`config.mk`:
```
export PLATFORM = sky130hd
export DESIGN_NAME = alu_pipe_ctrl_flat
export DESIGN_NICKNAME = d
export VERILOG_FILES = /design/src/rtl/alu_pipe_ctrl_if.sv /design/src/rtl/alu_pipe_ctrl.sv /design/src/flat_wrapper.sv
export SDC_FILE = /design/constraint.sdc
export NUM_CORES = 1
export LEC_CHECK = 0
export CORE_MARGIN = 2
export CORE_UTILIZATION = 43
export DETAILED_ROUTE_END_ITERATION = 8
export GPL_ROUTABILITY_DRIVEN = 0
export SLEW_MARGIN = 20
export SYNTH_ARGS = -nofsm -noshare
export SYNTH_HDL_FRONTEND = slang
export SYNTH_SLANG_ARGS = --single-unit
```
`constraint.sdc`:
```
create_clock -name CLK -period 12.56 [get_ports CLK]
set_input_delay 1.256 -clock CLK [delete_from_list [all_inputs] [get_ports CLK]]
set_output_delay 1.256 -clock CLK [all_outputs]
set_load 0.01 [all_outputs]
```
`src/rtl/alu_pipe_ctrl_if.sv`:
```
// Operand/result bundle for alu_pipe_ctrl: master drives operands and controls,
// slave returns the registered result and status flags.
interface alu_pipe_ctrl_if #(
    parameter int unsigned DW = 8,
    parameter int unsigned CW = 4
);
    localparam int unsigned RW = 2 * DW;

    logic          CE;
    logic          MODE;
    logic [CW-1:0] CMD;
    logic [1:0]    INP_VALID;
    logic [DW-1:0] OPA;
    logic [DW-1:0] OPB;
    logic          CIN;
    logic          BUSY;
    logic          RES_VALID;
    logic [RW-1:0] RES;
    logic          COUT;
    logic          OFLOW;
    logic          G;
    logic          E;
    logic          L;
    logic          ERR;

    modport master (
        output CE, MODE, CMD, INP_VALID, OPA, OPB, CIN,
        input  BUSY, RES_VALID, RES, COUT, OFLOW, G, E, L, ERR
    );

    modport slave (
        input  CE, MODE, CMD, INP_VALID, OPA, OPB, CIN,
        output BUSY, RES_VALID, RES, COUT, OFLOW, G, E, L, ERR
    );
endinterface

```
`src/rtl/alu_pipe_ctrl.sv`:
```
// Two-operand ALU with split operand capture, operand timeout and a 2-stage multiply.
// Define ALU_SIGNED_EN to enable signed add/subtract on arithmetic CMD 11/12.
module alu_pipe_ctrl #(
    parameter int unsigned DW      = 8,
    parameter int unsigned CW      = 4,
    parameter int unsigned TIMEOUT = 16
) (
    input logic            CLK,
    input logic            RST,
    alu_pipe_ctrl_if.slave io_bus
);
    localparam int unsigned RW   = 2 * DW;
    localparam int unsigned AW   = $clog2(DW);
    localparam int unsigned CNTW = $clog2(TIMEOUT + 1);

    typedef enum logic [2:0] {StIdle, StWaitA, StWaitB, StExec, StMul2} state_t;

    state_t          r_state, w_state_nxt;
    logic [CNTW-1:0] r_cnt, w_cnt_nxt;
    logic [DW-1:0]   r_a, w_a_nxt, r_b, w_b_nxt;
    logic            r_mode, w_mode_nxt, r_cin, w_cin_nxt;
    logic [CW-1:0]   r_cmd, w_cmd_nxt;
    logic [DW:0]     r_mul_a, w_mul_a_nxt, r_mul_b, w_mul_b_nxt;
    logic            r_busy, w_busy_nxt, r_valid, w_valid_nxt;
    logic [RW-1:0]   r_res, w_res_nxt;
    logic            r_cout, w_cout_nxt, r_oflow, w_oflow_nxt;
    logic            r_g, w_g_nxt, r_e, w_e_nxt, r_l, w_l_nxt, r_err, w_err_nxt;

    logic [DW-1:0]   w_as_x, w_as_y;
    logic            w_as_c, w_as_sub;
    logic [DW+1:0]   w_addsub;
    logic [DW-1:0]   w_lres;
    logic [2*DW-1:0] w_rol_dbl, w_ror_dbl;
    logic            w_rot_bad;
    logic [RW-1:0]   w_alu_res;
    logic            w_alu_cout, w_alu_oflow, w_alu_g, w_alu_e, w_alu_l, w_alu_err;
    logic            w_alu_mul;
    logic [DW:0]     w_mula_pre, w_mulb_pre;
    logic [RW-1:0]   w_prod;
`ifdef ALU_SIGNED_EN
    logic [DW:0]     w_sadd, w_ssub;
`endif

    // Shared adder/subtractor; subtract results keep the borrow in bit DW+1
    always_comb begin
        w_as_x   = r_a;
        w_as_y   = r_b;
        w_as_c   = 1'b0;
        w_as_sub = 1'b0;
        case (r_cmd)
            CW'(1): w_as_sub = 1'b1;
            CW'(2): w_as_c = r_cin;
            CW'(3): begin w_as_sub = 1'b1; w_as_c = r_cin; end
            CW'(4): begin w_as_y = '0; w_as_c = 1'b1; end
            CW'(5): begin w_as_y = '0; w_as_c = 1'b1; w_as_sub = 1'b1; end
            CW'(6): begin w_as_x = r_b; w_as_y = '0; w_as_c = 1'b1; end
            CW'(7): begin w_as_x = r_b; w_as_y = '0; w_as_c = 1'b1; w_as_sub = 1'b1; end
            default: ;
        endcase
    end

    assign w_addsub = w_as_sub
        ? ({2'b00, w_as_x} - {2'b00, w_as_y} - {{(DW + 1){1'b0}}, w_as_c})
        : ({2'b00, w_as_x} + {2'b00, w_as_y} + {{(DW + 1){1'b0}}, w_as_c});

    assign w_rol_dbl = {r_a, r_a} << r_b[AW-1:0];
    assign w_ror_dbl = {r_a, r_a} >> r_b[AW-1:0];
    assign w_rot_bad = |r_b[DW-1:AW];

    assign w_mula_pre = (r_cmd == CW'(9)) ? ({1'b0, r_a} + {{DW{1'b0}}, 1'b1}) : {r_a, 1'b0};
    assign w_mulb_pre = (r_cmd == CW'(9)) ? ({1'b0, r_b} + {{DW{1'b0}}, 1'b1}) : {1'b0, r_b};
    assign w_prod     = RW'({{(DW + 1){1'b0}}, r_mul_a} * {{(DW + 1){1'b0}}, r_mul_b});

`ifdef ALU_SIGNED_EN
    assign w_sadd = {r_a[DW-1], r_a} + {r_b[DW-1], r_b};
    assign w_ssub = {r_a[DW-1], r_a} - {r_b[DW-1], r_b};
`endif

    always_comb begin
        w_alu_res   = '0;
        w_alu_cout  = 1'b0;
        w_alu_oflow = 1'b0;
        w_alu_g     = 1'b0;
        w_alu_e     = 1'b0;
        w_alu_l     = 1'b0;
        w_alu_err   = 1'b0;
        w_alu_mul   = 1'b0;
        w_lres      = '0;
        if (r_mode) begin
            case (r_cmd)
                CW'(0), CW'(2), CW'(4), CW'(6): begin
                    w_alu_res  = RW'(w_addsub[DW:0]);
                    w_alu_cout = w_addsub[DW];
                end
                CW'(1), CW'(3), CW'(5), CW'(7): begin
                    w_alu_res   = RW'(w_addsub[DW:0]);
                    w_alu_oflow = w_addsub[DW+1];
                end
                CW'(8): begin
                    w_alu_g = (r_a > r_b);
                    w_alu_e = (r_a == r_b);
                    w_alu_l = (r_a < r_b);
                end
                CW'(9), CW'(10): w_alu_mul = 1'b1;
`ifdef ALU_SIGNED_EN
                CW'(11): begin
                    w_alu_res   = {{(RW - DW - 1){w_sadd[DW]}}, w_sadd};
                    w_alu_oflow = w_sadd[DW] ^ w_sadd[DW-1];
                end
                CW'(12): begin
                    w_alu_res   = {{(RW - DW - 1){w_ssub[DW]}}, w_ssub};
                    w_alu_oflow = w_ssub[DW] ^ w_ssub[DW-1];
                end
`endif
                default: w_alu_err = 1'b1;
            endcase
        end else begin
            case (r_cmd)
                CW'(0):  w_lres = r_a & r_b;
                CW'(1):  w_lres = ~(r_a & r_b);
                CW'(2):  w_lres = r_a | r_b;
                CW'(3):  w_lres = ~(r_a | r_b);
                CW'(4):  w_lres = r_a ^ r_b;
                CW'(5):  w_lres = ~(r_a ^ r_b);
                CW'(6):  w_lres = ~r_a;
                CW'(7):  w_lres = ~r_b;
                CW'(8):  w_lres = r_a >> 1;
                CW'(9):  w_lres = r_a << 1;
                CW'(10): w_lres = r_b >> 1;
                CW'(11): w_lres = r_b << 1;
                CW'(12): if (w_rot_bad) w_alu_err = 1'b1; else w_lres = w_rol_dbl[2*DW-1:DW];
                CW'(13): if (w_rot_bad) w_alu_err = 1'b1; else w_lres = w_ror_dbl[DW-1:0];
                default: w_alu_err = 1'b1;
            endcase
            w_alu_res = RW'(w_lres);
        end
    end

    always_comb begin
        w_state_nxt = r_state;
        w_cnt_nxt   = r_cnt;
        w_a_nxt     = r_a;
        w_b_nxt     = r_b;
        w_mode_nxt  = r_mode;
        w_cmd_nxt   = r_cmd;
        w_cin_nxt   = r_cin;
        w_mul_a_nxt = r_mul_a;
        w_mul_b_nxt = r_mul_b;
        w_busy_nxt  = 1'b0;
        w_valid_nxt = 1'b0;
        w_res_nxt   = r_res;
        w_cout_nxt  = r_cout;
        w_oflow_nxt = r_oflow;
        w_g_nxt     = r_g;
        w_e_nxt     = r_e;
        w_l_nxt     = r_l;
        w_err_nxt   = r_err;
        case (r_state)
            StIdle: begin
                w_cnt_nxt = '0;
                if (io_bus.INP_VALID[0]) w_a_nxt = io_bus.OPA;
                if (io_bus.INP_VALID[1]) w_b_nxt = io_bus.OPB;
                case (io_bus.INP_VALID)
                    2'b11:   w_state_nxt = StExec;
                    2'b01:   w_state_nxt = StWaitB;
                    2'b10:   w_state_nxt = StWaitA;
                    default: ;
                endcase
            end
            StWaitA, StWaitB: begin
                if (io_bus.INP_VALID[0]) w_a_nxt = io_bus.OPA;
                if (io_bus.INP_VALID[1]) w_b_nxt = io_bus.OPB;
                if (io_bus.INP_VALID == 2'b11 ||
                    (r_state == StWaitB && io_bus.INP_VALID[1]) ||
                    (r_state == StWaitA && io_bus.INP_VALID[0])) begin
                    w_state_nxt = StExec;
                    w_cnt_nxt   = '0;
                end else if (io_bus.INP_VALID != 2'b00) begin
                    w_cnt_nxt = '0;
                end else if (r_cnt == CNTW'(TIMEOUT - 1)) begin
                    // Partial operand is dropped and the timeout is reported as a result
                    w_state_nxt = StIdle;
                    w_cnt_nxt   = '0;
                    w_a_nxt     = '0;
                    w_b_nxt     = '0;
                    w_valid_nxt = 1'b1;
                    w_res_nxt   = '0;
                    w_cout_nxt  = 1'b0;
                    w_oflow_nxt = 1'b0;
                    w_g_nxt     = 1'b0;
                    w_e_nxt     = 1'b0;
                    w_l_nxt     = 1'b0;
                    w_err_nxt   = 1'b1;
                end else begin
                    w_cnt_nxt = r_cnt + CNTW'(1);
                end
            end
            StExec: begin
                if (w_alu_mul) begin
                    w_state_nxt = StMul2;
                    w_busy_nxt  = 1'b1;
                    w_mul_a_nxt = w_mula_pre;
                    w_mul_b_nxt = w_mulb_pre;
                end else begin
                    w_state_nxt = StIdle;
                    w_valid_nxt = 1'b1;
                    w_res_nxt   = w_alu_res;
                    w_cout_nxt  = w_alu_cout;
                    w_oflow_nxt = w_alu_oflow;
                    w_g_nxt     = w_alu_g;
                    w_e_nxt     = w_alu_e;
                    w_l_nxt     = w_alu_l;
                    w_err_nxt   = w_alu_err;
                end
            end
            StMul2: begin
                w_state_nxt = StIdle;
                w_valid_nxt = 1'b1;
                w_res_nxt   = w_prod;
                w_cout_nxt  = 1'b0;
                w_oflow_nxt = 1'b0;
                w_g_nxt     = 1'b0;
                w_e_nxt     = 1'b0;
                w_l_nxt     = 1'b0;
                w_err_nxt   = 1'b0;
            end
            default: w_state_nxt = StIdle;
        endcase
        // Controls are latched only on the edge that completes the operand pair
        if (w_state_nxt == StExec) begin
            w_mode_nxt = io_bus.MODE;
            w_cmd_nxt  = io_bus.CMD;
            w_cin_nxt  = io_bus.CIN;
        end
    end

    always_ff @(posedge CLK) begin
        if (RST) begin
            r_state <= StIdle;
            r_cnt   <= '0;
            r_a     <= '0;
            r_b     <= '0;
            r_mode  <= 1'b0;
            r_cmd   <= '0;
            r_cin   <= 1'b0;
            r_mul_a <= '0;
            r_mul_b <= '0;
            r_busy  <= 1'b0;
            r_valid <= 1'b0;
            r_res   <= '0;
            r_cout  <= 1'b0;
            r_oflow <= 1'b0;
            r_g     <= 1'b0;
            r_e     <= 1'b0;
            r_l     <= 1'b0;
            r_err   <= 1'b0;
        end else if (io_bus.CE) begin
            r_state <= w_state_nxt;
            r_cnt   <= w_cnt_nxt;
            r_a     <= w_a_nxt;
            r_b     <= w_b_nxt;
            r_mode  <= w_mode_nxt;
            r_cmd   <= w_cmd_nxt;
            r_cin   <= w_cin_nxt;
            r_mul_a <= w_mul_a_nxt;
            r_mul_b <= w_mul_b_nxt;
            r_busy  <= w_busy_nxt;
            r_valid <= w_valid_nxt;
            r_res   <= w_res_nxt;
            r_cout  <= w_cout_nxt;
            r_oflow <= w_oflow_nxt;
            r_g     <= w_g_nxt;
            r_e     <= w_e_nxt;
            r_l     <= w_l_nxt;
            r_err   <= w_err_nxt;
        end
    end

    assign io_bus.BUSY      = r_busy;
    assign io_bus.RES_VALID = r_valid;
    assign io_bus.RES       = r_res;
    assign io_bus.COUT      = r_cout;
    assign io_bus.OFLOW     = r_oflow;
    assign io_bus.G         = r_g;
    assign io_bus.E         = r_e;
    assign io_bus.L         = r_l;
    assign io_bus.ERR       = r_err;
endmodule

```
`src/flat_wrapper.sv`:
```
// flat-port wrapper written by rule: the top's interface ports become plain ports
module alu_pipe_ctrl_flat 
#(
    parameter int unsigned DW      = 8,
    parameter int unsigned CW      = 4,
    parameter int unsigned TIMEOUT = 16
)
  (CLK, RST, io_bus_CE, io_bus_MODE, io_bus_CMD, io_bus_INP_VALID, io_bus_OPA, io_bus_OPB, io_bus_CIN, io_bus_BUSY, io_bus_RES_VALID, io_bus_RES, io_bus_COUT, io_bus_OFLOW, io_bus_G, io_bus_E, io_bus_L, io_bus_ERR);
  alu_pipe_ctrl_if #(.DW(DW), .CW(CW)) io_bus_i ();
  input logic CLK;
  input logic RST;
  input wire logic [$bits(io_bus_i.CE)-1:0] io_bus_CE;
  input wire logic [$bits(io_bus_i.MODE)-1:0] io_bus_MODE;
  input wire logic [$bits(io_bus_i.CMD)-1:0] io_bus_CMD;
  input wire logic [$bits(io_bus_i.INP_VALID)-1:0] io_bus_INP_VALID;
  input wire logic [$bits(io_bus_i.OPA)-1:0] io_bus_OPA;
  input wire logic [$bits(io_bus_i.OPB)-1:0] io_bus_OPB;
  input wire logic [$bits(io_bus_i.CIN)-1:0] io_bus_CIN;
  output wire logic [$bits(io_bus_i.BUSY)-1:0] io_bus_BUSY;
  output wire logic [$bits(io_bus_i.RES_VALID)-1:0] io_bus_RES_VALID;
  output wire logic [$bits(io_bus_i.RES)-1:0] io_bus_RES;
  output wire logic [$bits(io_bus_i.COUT)-1:0] io_bus_COUT;
  output wire logic [$bits(io_bus_i.OFLOW)-1:0] io_bus_OFLOW;
  output wire logic [$bits(io_bus_i.G)-1:0] io_bus_G;
  output wire logic [$bits(io_bus_i.E)-1:0] io_bus_E;
  output wire logic [$bits(io_bus_i.L)-1:0] io_bus_L;
  output wire logic [$bits(io_bus_i.ERR)-1:0] io_bus_ERR;
  assign io_bus_i.CE = io_bus_CE;
  assign io_bus_i.MODE = io_bus_MODE;
  assign io_bus_i.CMD = io_bus_CMD;
  assign io_bus_i.INP_VALID = io_bus_INP_VALID;
  assign io_bus_i.OPA = io_bus_OPA;
  assign io_bus_i.OPB = io_bus_OPB;
  assign io_bus_i.CIN = io_bus_CIN;
  assign io_bus_BUSY = io_bus_i.BUSY;
  assign io_bus_RES_VALID = io_bus_i.RES_VALID;
  assign io_bus_RES = io_bus_i.RES;
  assign io_bus_COUT = io_bus_i.COUT;
  assign io_bus_OFLOW = io_bus_i.OFLOW;
  assign io_bus_G = io_bus_i.G;
  assign io_bus_E = io_bus_i.E;
  assign io_bus_L = io_bus_i.L;
  assign io_bus_ERR = io_bus_i.ERR;
  alu_pipe_ctrl #(.DW(DW), .CW(CW), .TIMEOUT(TIMEOUT)) u_core (.CLK(CLK), .RST(RST), .io_bus(io_bus_i));
endmodule
```
; ---- Yosys cells after proc, flatten, opt, wreduce, memory -nomap -nowiden
; Cells that the tools add are included.
[totals]
reg_bits = 72
inputBits = 27
out_inout_bits = 24
word_cells = 168
[classes]
add_sub_neg = 7
mul = 1
n_lt_le_gt_ge = 2
n_eq_ne = 27
n_shift = 2
n_mux = 78
n_bitwise = 8
reduce_logical = 25
[ops]
columns = cell, count
row1 = $pmux 8 s14, 1
row2 = $mux 8, 12
row3 = $mux 16, 4
row4 = $pmux 16 s3, 1
row5 = $not 8->8, 5
row6 = $mux 9, 4
row7 = $mux 1, 34
row8 = $pmux 8 s2, 2
row9 = $eq 4x4->1 const B, 6
row10 = $pmux 1 s3, 7
row11 = $add 8x1->9 const B, 2
row12 = $pmux 3 s3, 2
row13 = $eq 4x3->1 const B, 4
row14 = $mul 9x9->16, 1
row15 = $shl 16x3->16, 1
row16 = $shr 16x3->8, 1
row17 = $mux 5, 3
row18 = $mux 3, 4
row19 = $reduce_or 12->1, 1
row20 = $reduce_or 4->1, 3
row21 = $reduce_or 11->1, 1
row22 = $add 10x1->10, 1
row23 = $mux 10, 1
row24 = $pmux 5 s2, 1
row25 = other kinds (33), 48

; ---- Logic depth before layout (Yosys ltp)
[logic_depth]
ltp_word = 10
depth_mapped = 19
mapped_depth_nobuf = 18

; ---- Worst setup path before layout
; Ideal clock, no wire load.
[synth_timing]
path_kind = flip-flop to flip-flop
startpoint = register u_core.r_mul_b[2]
endpoint = register u_core.r_res[12], in the netlist u_core.io_bus.RES[12]
setup_time_ns = 0.128
arrival_ns = 4.147
slack_ns = 8.286
stages_incl_launch_ff = 19
period_less_slack_ns = 4.274
path_cell_list = dfxtp_1 clkbuf_1 nand2_1 fa_1 inv_1 fa_1 ha_1 inv_1 fa_1 inv_1 fa_1 a21o_1 a21oi_1 o21ai_0 a21oi_1 o21ai_0 xor2_1 a22oi_1 nor2_1
[synth_via]
elab_chain_cells = 2
[synth_lines]
columns = element, line_no
row1 = from (decl), alu_pipe_ctrl.sv:23  ; logic [DW:0] r_mul_a, w_mul_a_nxt, r_mul_b, w_mul_b_nxt;
row2 = from (signal assigned), alu_pipe_ctrl.sv:266  ; r_mul_b <= w_mul_b_nxt;
row3 = $mul 9x9->16, alu_pipe_ctrl.sv:72  ; assign w_prod = RW'({{(DW + 1){1'b0}}, r_mul_a} * {{(DW + 1){1'b0}}, r_mul_b});
row4 = $pmux 16 s3, alu_pipe_ctrl.sv:158  ; case (r_state)
row5 = to (signal assigned), alu_pipe_ctrl.sv:269  ; r_res <= w_res_nxt;
row6 = to (decl), alu_pipe_ctrl.sv:25  ; logic [RW-1:0] r_res, w_res_nxt;
; No other way between the ends.
; A chain may end at the register's enable or synchronous reset.

; ---- Worst setup path after layout
[layout_timing]
startpoint = register u_core.r_mul_a[3]
endpoint = register u_core.r_res[12], in the netlist u_core.io_bus.RES[12]
[layout_via]
elab_chain_cells = 2
[layout_lines]
columns = element, line_no
row1 = from (decl), alu_pipe_ctrl.sv:23
row2 = from (signal assigned), alu_pipe_ctrl.sv:265  ; r_mul_a <= w_mul_a_nxt;
row3 = $mul 9x9->16, alu_pipe_ctrl.sv:72
row4 = $pmux 16 s3, alu_pipe_ctrl.sv:158
; No other way between the ends.

==> reports/metrics.cfg <==
[cells_and_area]
area_delta_synth_final_pct = 10.13
final_util = 0.4782
layout.cells.non_filler = 1461
final_common_cell = sky130_fd_sc_hd__nand2_1
sequential_cell_area_um2 = 1443
mostFrequentLayoutCells = 132 x sky130_fd_sc_hd__nand2_1, 114 x sky130_fd_sc_hd__inv_1, 108 x sky130_fd_sc_hd__a21oi_1
multi_input_gate_area_um2 = 6823
count_of_filler_cells_inserted_in_the_layout = 2134
nets = 1337
post_route_cells_drive_above_1_share = 0.05823

[drt]
detailedRoute.firstPassIterationCount = 6
drc = 0
wl_per_cell_um = 17.62
route.antenna.remaining_nets = 0
initial_drt_markers = 585
vias_per_cell = 5.678
detailroute.via_count = 8295
drt_wl_total_mm = 25.74

[worst_setup_path]
crit-reg2reg-launch = u_core.r_mul_a[3]
type_of_the_worst_setup_path = reg -> reg
worst_path_max_delay_cell = sky130_fd_sc_hd__fa_1
timing.reg2reg.worst_path_depth = 17
startpoint_class = flip-flop
critical_path_arrival_ps = 4750
crit_path_cell_trace = nand2_1 -> fa_1 -> inv_1 -> fa_1 -> ha_1 -> inv_1 -> fa_1 -> inv_1 -> fa_1 -> a21o_1 -> a21oi_1 -> o21ai_0 -> a21oi_1 -> o21ai_0 -> xor2_1 -> a22oi_1 -> nor2_1
worst-endpoint-required_ps = 12780
crit_path_frequent_cell = sky130_fd_sc_hd__fa_1
end_kind = flip-flop
rr_endpoint = u_core.io_bus.RES[12]
r2r_setup_slack_ps = 8030
max_stage_delay_ps = 540
crit_path_max_fanout = 10

[timing]
timing.hold.ws_ps = 451.3
fmax_mhz = 220.6
hold_violations = 0
fin_skew_ps = 10.43
timing.slew.headroom = 0.3052
post-route-period-util = 0.3609
rsz0062_at_grt = false
tightestPinTransition_ps = 1037
report.final.slew_viol_count = 0
setup_tns_ps = 0
fin_crit_ps = 4533
timing.final.setup_violations = 0

[synth]
synth.net_count = 1347
synth.avg_cell_area_um2 = 7.599
post-synth-top-area-fraction = 0.1594
synthesis.instances = 1190
async_sr_flop_fraction = 0
ys_seq_area_frac = 0.1594
yosys-top-cells-area = sky130_fd_sc_hd__dfxtp_1 16%, sky130_fd_sc_hd__ha_1 11%, sky130_fd_sc_hd__fa_1 11%, sky130_fd_sc_hd__a21oi_1 6.0%, sky130_fd_sc_hd__nand2_1 5.5%
synth-edff-count = 0
synthDistinctLibCells = 72
synth_seq_cells = 72
yosysTopAreaCell = sky130_fd_sc_hd__dfxtp_1
synthFlopType = sky130_fd_sc_hd__dfxtp_1
syn-cell-area_um2 = 9042
synth.yosys.warnings = 0

[floorplanning]
initial_utilization = 0.4343
die_area_um2 = 22210
ios = 51
floorplan.rows = 53
standard_cell_core_area_um2 = 20820
die_w_um = 149.0
die_height_um = 149.0

[clocking]
cts_made_buffers = 9
clk_transition_reported_paths_ps = 70
cts.sinks = 72
post_cts_resized = 0
post-cts-setup-buffer-count = 0
clock_latency_ps = 350
post_cts_hold_buffer_count = 0
tritoncts = done
cts.path.max_buffers = 2
cts_root_buffer = sky130_fd_sc_hd__clkbuf_16
cts_max_level = 3

[place]
post-dp-hpwl_mm = 18.95
portBuffers = 50
place_inst = 1444

[global_route]
grt_first_pass_wirelength_mm = 42.13
globalRouteTotalUtil = 0.2388
maximum_number_of_pins_on_one_net_before_global_route_repair = 57
initial_antenna_violation_count = 1
globalRoute.totalOverflow = 0
number_of_global_route_vias_before_repair = 7853

[pwr]
power.density_cell_area_nw_per_um2 = 68.40
worst_ir_drop_vdd_mv = 0.07740
final_total_power_uw = 681.1
power.static_leakage_uw = 0.004018

[worst_hold_path]
min-delay-start = u_core.io_bus.L
hold_path_depth = 2
min_path_type = reg -> reg
holdPathEnd = u_core.io_bus.L

[flow_run]
max_cap_viol_count = 0

[run_status]
outcome = finished clean

## layout make-up
| class | count | area share |
|---|---|---|
| Multi-Input combinational cell | 916 | 0.6851 |
| Inverter | 118 | 0.04448 |
| Antenna cell | 1 | 0.0002513 |
| Clock inverter | 7 | 0.008544 |
| Clock buffer | 9 | 0.02262 |
| Tap cell | 275 | 0.03455 |
| Timing Repair Buffer | 63 | 0.05956 |
| Sequential cell | 72 | 0.1449 |
## kinds of logic after synthesis
family	synth area share
AND/OR/NAND/NOR	0.2318
AO/OA/AOI/OAI	0.1851
buffers and inverters	0.08814
adder cells (fa/ha/maj)	0.2217
flip-flops	0.1594
multiplexers	0.07417
XOR/XNOR	0.03971
## through the flow
step	instance area (µm²)	worst slack (ps)
detailed placement	9637	8034
finish	9958	8027
floorplan	9042	8286
CTS	9947	8023
global route	9956	7706
global placement	9637	8083
## sequential cells by signal, summed over array words and instances, names as in the netlist, 3 cells and up
signal / count
u_core.r_state: 3
u_core.r_b: 8
u_core.r_mul_a: 9
u_core.r_a: 8
u_core.r_mul_b: 9
u_core.r_cnt: 5
u_core.io_bus.RES: 16
u_core.r_cmd: 4
## power by group
part	internal [µW]	leakage, µW	switching (µW)
logic	62.7	0.00328	98.2
clock network	159	0.000153	120
registers	233	0.000583	9.31
## how the worst max path moves through the flow
stage                     slack [ps]               from                    end
final                           8030  u_core.r_mul_a[3]  u_core.io_bus.RES[12]
after global routing            7710  u_core.r_mul_a[3]  u_core.io_bus.RES[12]
after floorplan                 8290  u_core.r_mul_b[2]  u_core.io_bus.RES[12]
after global placement          8080  u_core.r_mul_a[3]  u_core.io_bus.RES[12]
after CTS                       8020  u_core.r_mul_a[3]  u_core.io_bus.RES[12]
after detailed placement        8030  u_core.r_mul_a[3]  u_core.io_bus.RES[12]
## synth_stat cells, types with 10 or more instances
| master | n |
|---|---|
| sky130_fd_sc_hd__nand2_1 | 132 |
| sky130_fd_sc_hd__o21ai_0 | 43 |
| sky130_fd_sc_hd__clkbuf_1 | 55 |
| sky130_fd_sc_hd__a211oi_1 | 11 |
| sky130_fd_sc_hd__nand2b_1 | 12 |
| sky130_fd_sc_hd__and2_1 | 52 |
| sky130_fd_sc_hd__xnor2_1 | 30 |
| sky130_fd_sc_hd__a21oi_1 | 108 |
| sky130_fd_sc_hd__ha_1 | 81 |
| sky130_fd_sc_hd__o211ai_1 | 12 |
| sky130_fd_sc_hd__fa_1 | 49 |
| sky130_fd_sc_hd__xor2_1 | 11 |
| sky130_fd_sc_hd__a31oi_1 | 15 |
| sky130_fd_sc_hd__mux4_2 | 18 |
| sky130_fd_sc_hd__dfxtp_1 | 72 |
| sky130_fd_sc_hd__nand3_1 | 40 |
| sky130_fd_sc_hd__inv_1 | 114 |
| sky130_fd_sc_hd__nand4_1 | 10 |
| sky130_fd_sc_hd__nor2_1 | 104 |
| sky130_fd_sc_hd__nor2b_1 | 10 |
| sky130_fd_sc_hd__buf_2 | 17 |
| sky130_fd_sc_hd__mux2i_1 | 22 |
| sky130_fd_sc_hd__nor3_1 | 28 |
## per-layer routing
metal,GRT usage,share of wire,up-vias
li1,-,-,4076
met5,0,0,-
met2,0.3677,0.43,245
met3,0.03823,0.052,42
met4,0.06952,0.022,0
met1,0.3449,0.49,3932
## worst max-delay path: cells and delay by family, from the launching register on
| family | cells | cell delay, ps |
|---|---|---|
| adders and majority gates | 5 | 2250 |
| xor gates and xnor gates | 1 | 180 |
| DFF | 1 | 530 |
| buffers and inverters | 3 | 170 |
| AOI/OAI and AO/OA | 6 | 1080 |
| and+or+nand+nor | 2 | 180 |
Power figures use the tool's default switching activity.
